### src/rtl/commit_trace_buf.sv
// Commit trace FIFO: captures retiring instructions from writeback and presents them
// to a trace sink in order, with back-pressure, drop accounting and sequence numbering.
module commit_trace_buf #(
   parameter int DEPTH = 8,
   parameter int AFULL = 6
) (
   input  logic                    clk,
   input  logic                    rst_n,
   input  logic                    commit_i,
   input  logic [63:0]             pc_i,
   input  logic [31:0]             inst_i,
   input  logic                    rf_we_i,
   input  logic [4:0]              rf_waddr_i,
   input  logic [63:0]             rf_wdata_i,
   output logic                    trc_valid_o,
   input  logic                    trc_ready_i,
   output logic [63:0]             trc_pc_o,
   output logic [31:0]             trc_inst_o,
   output logic                    trc_we_o,
   output logic [4:0]              trc_waddr_o,
   output logic [63:0]             trc_wdata_o,
   output logic [31:0]             trc_seq_o,
   output logic [$clog2(DEPTH):0]  count_o,
   output logic                    stall_o,
   output logic                    overflow_o,
   output logic [15:0]             drop_cnt_o
);

   localparam int AW = $clog2(DEPTH);
   localparam int CW = AW + 1;
   localparam logic [CW-1:0] DEPTH_C = CW'(DEPTH);
   localparam logic [CW-1:0] AFULL_C = CW'(AFULL);

   logic [63:0]   pc_mem    [DEPTH];
   logic [31:0]   inst_mem  [DEPTH];
   logic          we_mem    [DEPTH];
   logic [4:0]    waddr_mem [DEPTH];
   logic [63:0]   wdata_mem [DEPTH];
   logic [31:0]   seq_mem   [DEPTH];

   logic [AW-1:0] wr_ptr;
   logic [AW-1:0] rd_ptr;
   logic [CW-1:0] count_q;
   logic [CW-1:0] count_nxt;
   logic [31:0]   seq_q;
   logic          stall_q;
   logic          overflow_q;
   logic [15:0]   drop_cnt_q;
   logic          push;
   logic          pop;
   logic          drop;
   logic          stored_we;

   // A pop in the same cycle frees the slot, so a full buffer can still accept a push.
   always_comb begin
      pop       = (count_q != '0) && trc_ready_i;
      push      = commit_i && ((count_q != DEPTH_C) || pop);
      drop      = commit_i && (count_q == DEPTH_C) && !pop;
      stored_we = rf_we_i && (rf_waddr_i != 5'd0);
      count_nxt = count_q;
      if (push && !pop) begin
         count_nxt = count_q + CW'(1);
      end else if (pop && !push) begin
         count_nxt = count_q - CW'(1);
      end
   end

   // Control state; stall is registered from next-state occupancy so it tracks count_o.
   always_ff @(posedge clk) begin
      if (!rst_n) begin
         wr_ptr     <= '0;
         rd_ptr     <= '0;
         count_q    <= '0;
         seq_q      <= '0;
         stall_q    <= 1'b0;
         overflow_q <= 1'b0;
         drop_cnt_q <= '0;
      end else begin
         if (push) begin
            wr_ptr <= wr_ptr + AW'(1);
            seq_q  <= seq_q + 32'd1;
         end
         if (pop) begin
            rd_ptr <= rd_ptr + AW'(1);
         end
         count_q <= count_nxt;
         stall_q <= (count_nxt >= AFULL_C);
         if (drop) begin
            overflow_q <= 1'b1;
            if (drop_cnt_q != 16'hFFFF) begin
               drop_cnt_q <= drop_cnt_q + 16'd1;
            end
         end
      end
   end

   // Entry storage carries no reset; a commit during reset is never written.
   always_ff @(posedge clk) begin
      if (rst_n && push) begin
         pc_mem[wr_ptr]    <= pc_i;
         inst_mem[wr_ptr]  <= inst_i;
         we_mem[wr_ptr]    <= stored_we;
         waddr_mem[wr_ptr] <= rf_waddr_i;
         wdata_mem[wr_ptr] <= stored_we ? rf_wdata_i : 64'h0;
         seq_mem[wr_ptr]   <= seq_q;
      end
   end

   assign trc_valid_o = (count_q != '0);
   assign trc_pc_o    = pc_mem[rd_ptr];
   assign trc_inst_o  = inst_mem[rd_ptr];
   assign trc_we_o    = we_mem[rd_ptr];
   assign trc_waddr_o = waddr_mem[rd_ptr];
   assign trc_wdata_o = wdata_mem[rd_ptr];
   assign trc_seq_o   = seq_mem[rd_ptr];
   assign count_o     = count_q;
   assign stall_o     = stall_q;
   assign overflow_o  = overflow_q;
   assign drop_cnt_o  = drop_cnt_q;

endmodule
### config.mk
export PLATFORM = sky130hd
export DESIGN_NAME = commit_trace_buf
export DESIGN_NICKNAME = d
export VERILOG_FILES = /design/src/rtl/commit_trace_buf.sv
export SDC_FILE = /design/constraint.sdc
export NUM_CORES = 1
export LEC_CHECK = 0
export ABC_AREA = 1
export BUFFER_PORTS_ARGS = -buffer_cell sky130_fd_sc_hd__buf_4
export CAP_MARGIN = 15
export CORE_MARGIN = 1.5
export CORE_UTILIZATION = 55
export DETAILED_ROUTE_END_ITERATION = 8
export PLACE_DENSITY = 0.73
export SYNTH_ARGS = -nofsm -noshare
export SYNTH_HDL_FRONTEND = slang
export SYNTH_SLANG_ARGS = --single-unit
### constraint.sdc
create_clock -name clk -period 50.3 [get_ports clk]
set_input_delay 7.545 -clock clk [delete_from_list [all_inputs] [get_ports clk]]
set_output_delay 7.545 -clock clk [all_outputs]
set_load 0.005 [all_outputs]
==> results.cfg <==
[clock_tree]
ctsHoldBuffers = 0
clockBufferDepth = 3
cts-root-buf = clkbuf_16
post_cts_resize_count = 0
cts_buffers = 162
cts_sinks = 1647
postCtsSetupBuffers = 0
cts_max_level = 4
path_clk_slew_ns = 0.06
clk_latency_ns = 0.77
tritoncts = built

[global_routing]
gr-total-overflow = 0
grt.total_usage = 0.242
antenna_found_initial = 10
grt_pass1_vias = 39660
grt_max_degree = 222
grt_first_pass_wirelength_mm = 227

[floorplan]
rows = 126
core_area_mm2 = 0.118
die_w_um = 348
initial_core_util = 0.554
chipHeight_um = 348
ios = 391
die_area_mm2 = 0.121

[sta]
period_share = 0.260
fmax_mhz = 76.5
drv_slew = 0
finalHoldViolations = 0
fin_crit_ns = 13.07
rsz0062_at_grt = no
tightest_slew_ns = 1.23
slew_headroom = 0.179
fin_skew_ns = 0.0306
final-setup-viol-count = 0
finalSetupTns_ns = 0

[final_layout]
regArea_mm2 = 0.0488
fin_cells = 7115
syn2layout_area_growth_pct = 13.2
multi_input_area_mm2 = 0.0144
finalNetCount = 5625
layout-drive-gt1-share = 0.122
n_fill_cell = 8681

[logic_synthesis]
yosysTopAreaCellShare = 0.727
yosysUniqueCellTypes = 36
netlist_area_mm2 = 0.0654
yosys.area.top_type = edfxtp_1
yosys-top-cells-area = edfxtp_1, nor2_1, o32ai_1
ys_ff_latch = 1647
synth_nets = 5344
synth-seq-area-share = 0.746
synth-edff-count = 1584
syn_inst = 5168
async_flop_share = 0
synth_flop_cell = edfxtp_1
yosys_warnings = 0
avgSynthCellArea_um2 = 12.7

[drt]
drtIter0Drc = 4307
first_pass_iters = 5
finalWirelength_mm = 149
antenna_left = 0
wl_per_cell_um = 20.9
viasPerCell = 5.81
drc = 0
vias = 41323

[worst_hold_path]
hold_class = register to register

[critical_path]
cp_cell_sequence = buf_4, buf_4, buf_12, buf_4, nor2_1, o32ai_1, nand2_1, nand2_1, buf_4
arrival_ns = 5.53
cp_max_fo = 208
crit_top_cell = buf_4
cp-end-kind = primary output
slowest_stage = buf_4
critical_path_class = register to primary output
r2r_slack_ns = 45.64
slowest_delay_ns = 0.91
required_ns = 42.75
cp-start-kind = register

[place]
portBuffers = 390
dp.cells = 6820
hpwl_mm = 75.4
gp_congestion = 0.789

[power_and_ir_drop]
p_comb_frac = 0.151
p_sw_mw = 0.809
ir_drop_uv = 35.9
netSwitchingFraction = 0.259
p_seq_frac = 0.492
clockPowerShare = 0.357
powerDensity_mw_per_mm2 = 42.3
power.leakage_nw = 25.6
p_int_mw = 2.32

[job]
max-cap-violations = 0

[run_status]
outcome = completed
-- cells in the final DEF, fill, tap and decap left out, drive strengths merged --
cell      instances
o21a              2
a31oi             1
ha                6
clkinvlp          5
xnor2             5
a21oi            37
nand4            13
o32ai           396
nand3            24
diode             6
and2              1
buf             440
dfxtp            63
xor2             10
nor2           1349
clkbuf          205
edfxtp         1584
nor3             15
nand2           782
o21bai            1
bufinv            3
inv             142
clkinv           68
o21ai           418
o211ai            1
nor3b             2
-- cell families (layout without fill, tap and decap cells) --
family	count (synthesis)	count (layout)	synth area share
and+or+nand+nor	2186	2186	0.128
other	0	6	0
xor gates and xnor gates	15	15	0.00201
DFF	1647	1647	0.746
AOI/OAI and AO/OA	856	856	0.0884
buffers and inverters	458	863	0.0343
adders and majority gates	6	6	0.00115
-- stage by stage --
step | total power [mW] | utilization | hold WS, ns | worst slack [ns] | area, um2
floorplan | 1.86 | - | 0.433 | 27.85 | 65400
global placement | 2.03 | 0.585 | 0.438 | 38.05 | 69100
detailed placement | 2.04 | 0.585 | 0.442 | 37.96 | 69100
CTS | 3.15 | 0.627 | 0.454 | 37.10 | 74000
global route | 3.25 | 0.627 | 0.494 | 36.70 | 74000
finish | 3.13 | 0.627 | 0.451 | 37.23 | 74000
-- final timing paths --
| kind | from | depth (start not counted) | endpoint |
|---|---|---|---|
| worst max register to register | count_o[0] | 13 | inst_mem[4][28] |
| worst min-delay path | rd_ptr[2] | 2 | register |
| worst min register to register | rd_ptr[2] | 2 | register |
| worst max-delay path | register | 9 | trc_inst_o[16] |
-- critical path: cells and delay by family, from the launching register on --
kind | cells | cell delay [ns]
AO/OA/AOI/OAI | 1 | 0.31
flip-flops | 1 | 0.88
AND/OR/NAND/NOR | 3 | 0.33
buffers and inverters | 5 | 3.06
-- cells in the mapped netlist, types with 2 or more instances --
cell type and instances:
inv_1 129, nor3_1 14, buf_2 65, buf_6 33, a21oi_1 37, nand3_1 23
buf_4 47, nand2_2 2, nand4_1 13, edfxtp_1 1584, xor2_1 10, xnor2_1 5
buf_1 15, nor2_1 1340, nor2_2 7, ha_1 6, o21a_1 2, o21ai_0 417
dfxtp_1 63, o32ai_1 396, inv_2 5, nor2_4 2, nand2_1 779, clkbuf_1 162
-- area by class of cell --
cell class              count  share of cell area
clock inverters            83             0.00850
diodes                      6            0.000203
inverters                 135             0.00730
multi-input cells        3063               0.195
flip-flops and latches   1647               0.660
clock buffers             205              0.0575
repair buffers            440              0.0464
well taps                1536              0.0260
-- sequential cells by signal, summed over array words and instances (netlist names), named ones only --
signal and count:
pc_mem 512, wdata_mem 512, inst_mem 256, seq_mem 256, waddr_mem 40, seq_q 32
drop_cnt_o 16, we_mem 8, count_o 4, rd_ptr 3, wr_ptr 3, overflow_o 1
stall_o 1
-- power by group through the flow --
stage	clock network, mW	registers, mW	logic (mW)
CTS	1.13	1.54	0.473
detailed placement	0	1.57	0.470
floorplan	0	1.57	0.295
global placement	0	1.57	0.461
global route	1.19	1.54	0.520
finish	1.12	1.54	0.474
-- layer usage --
metal | vias up | part of all wire | GRT usage
met2 | 1510 | 0.48 | 0.387
met3 | 234 | 0.082 | 0.0464
met1 | 20412 | 0.41 | 0.337
li1 | 19153 | - | -
met5 | - | 0.00064 | 0
met4 | 14 | 0.023 | 0.0783
Note: power is estimated with default switching activity, not from simulation.
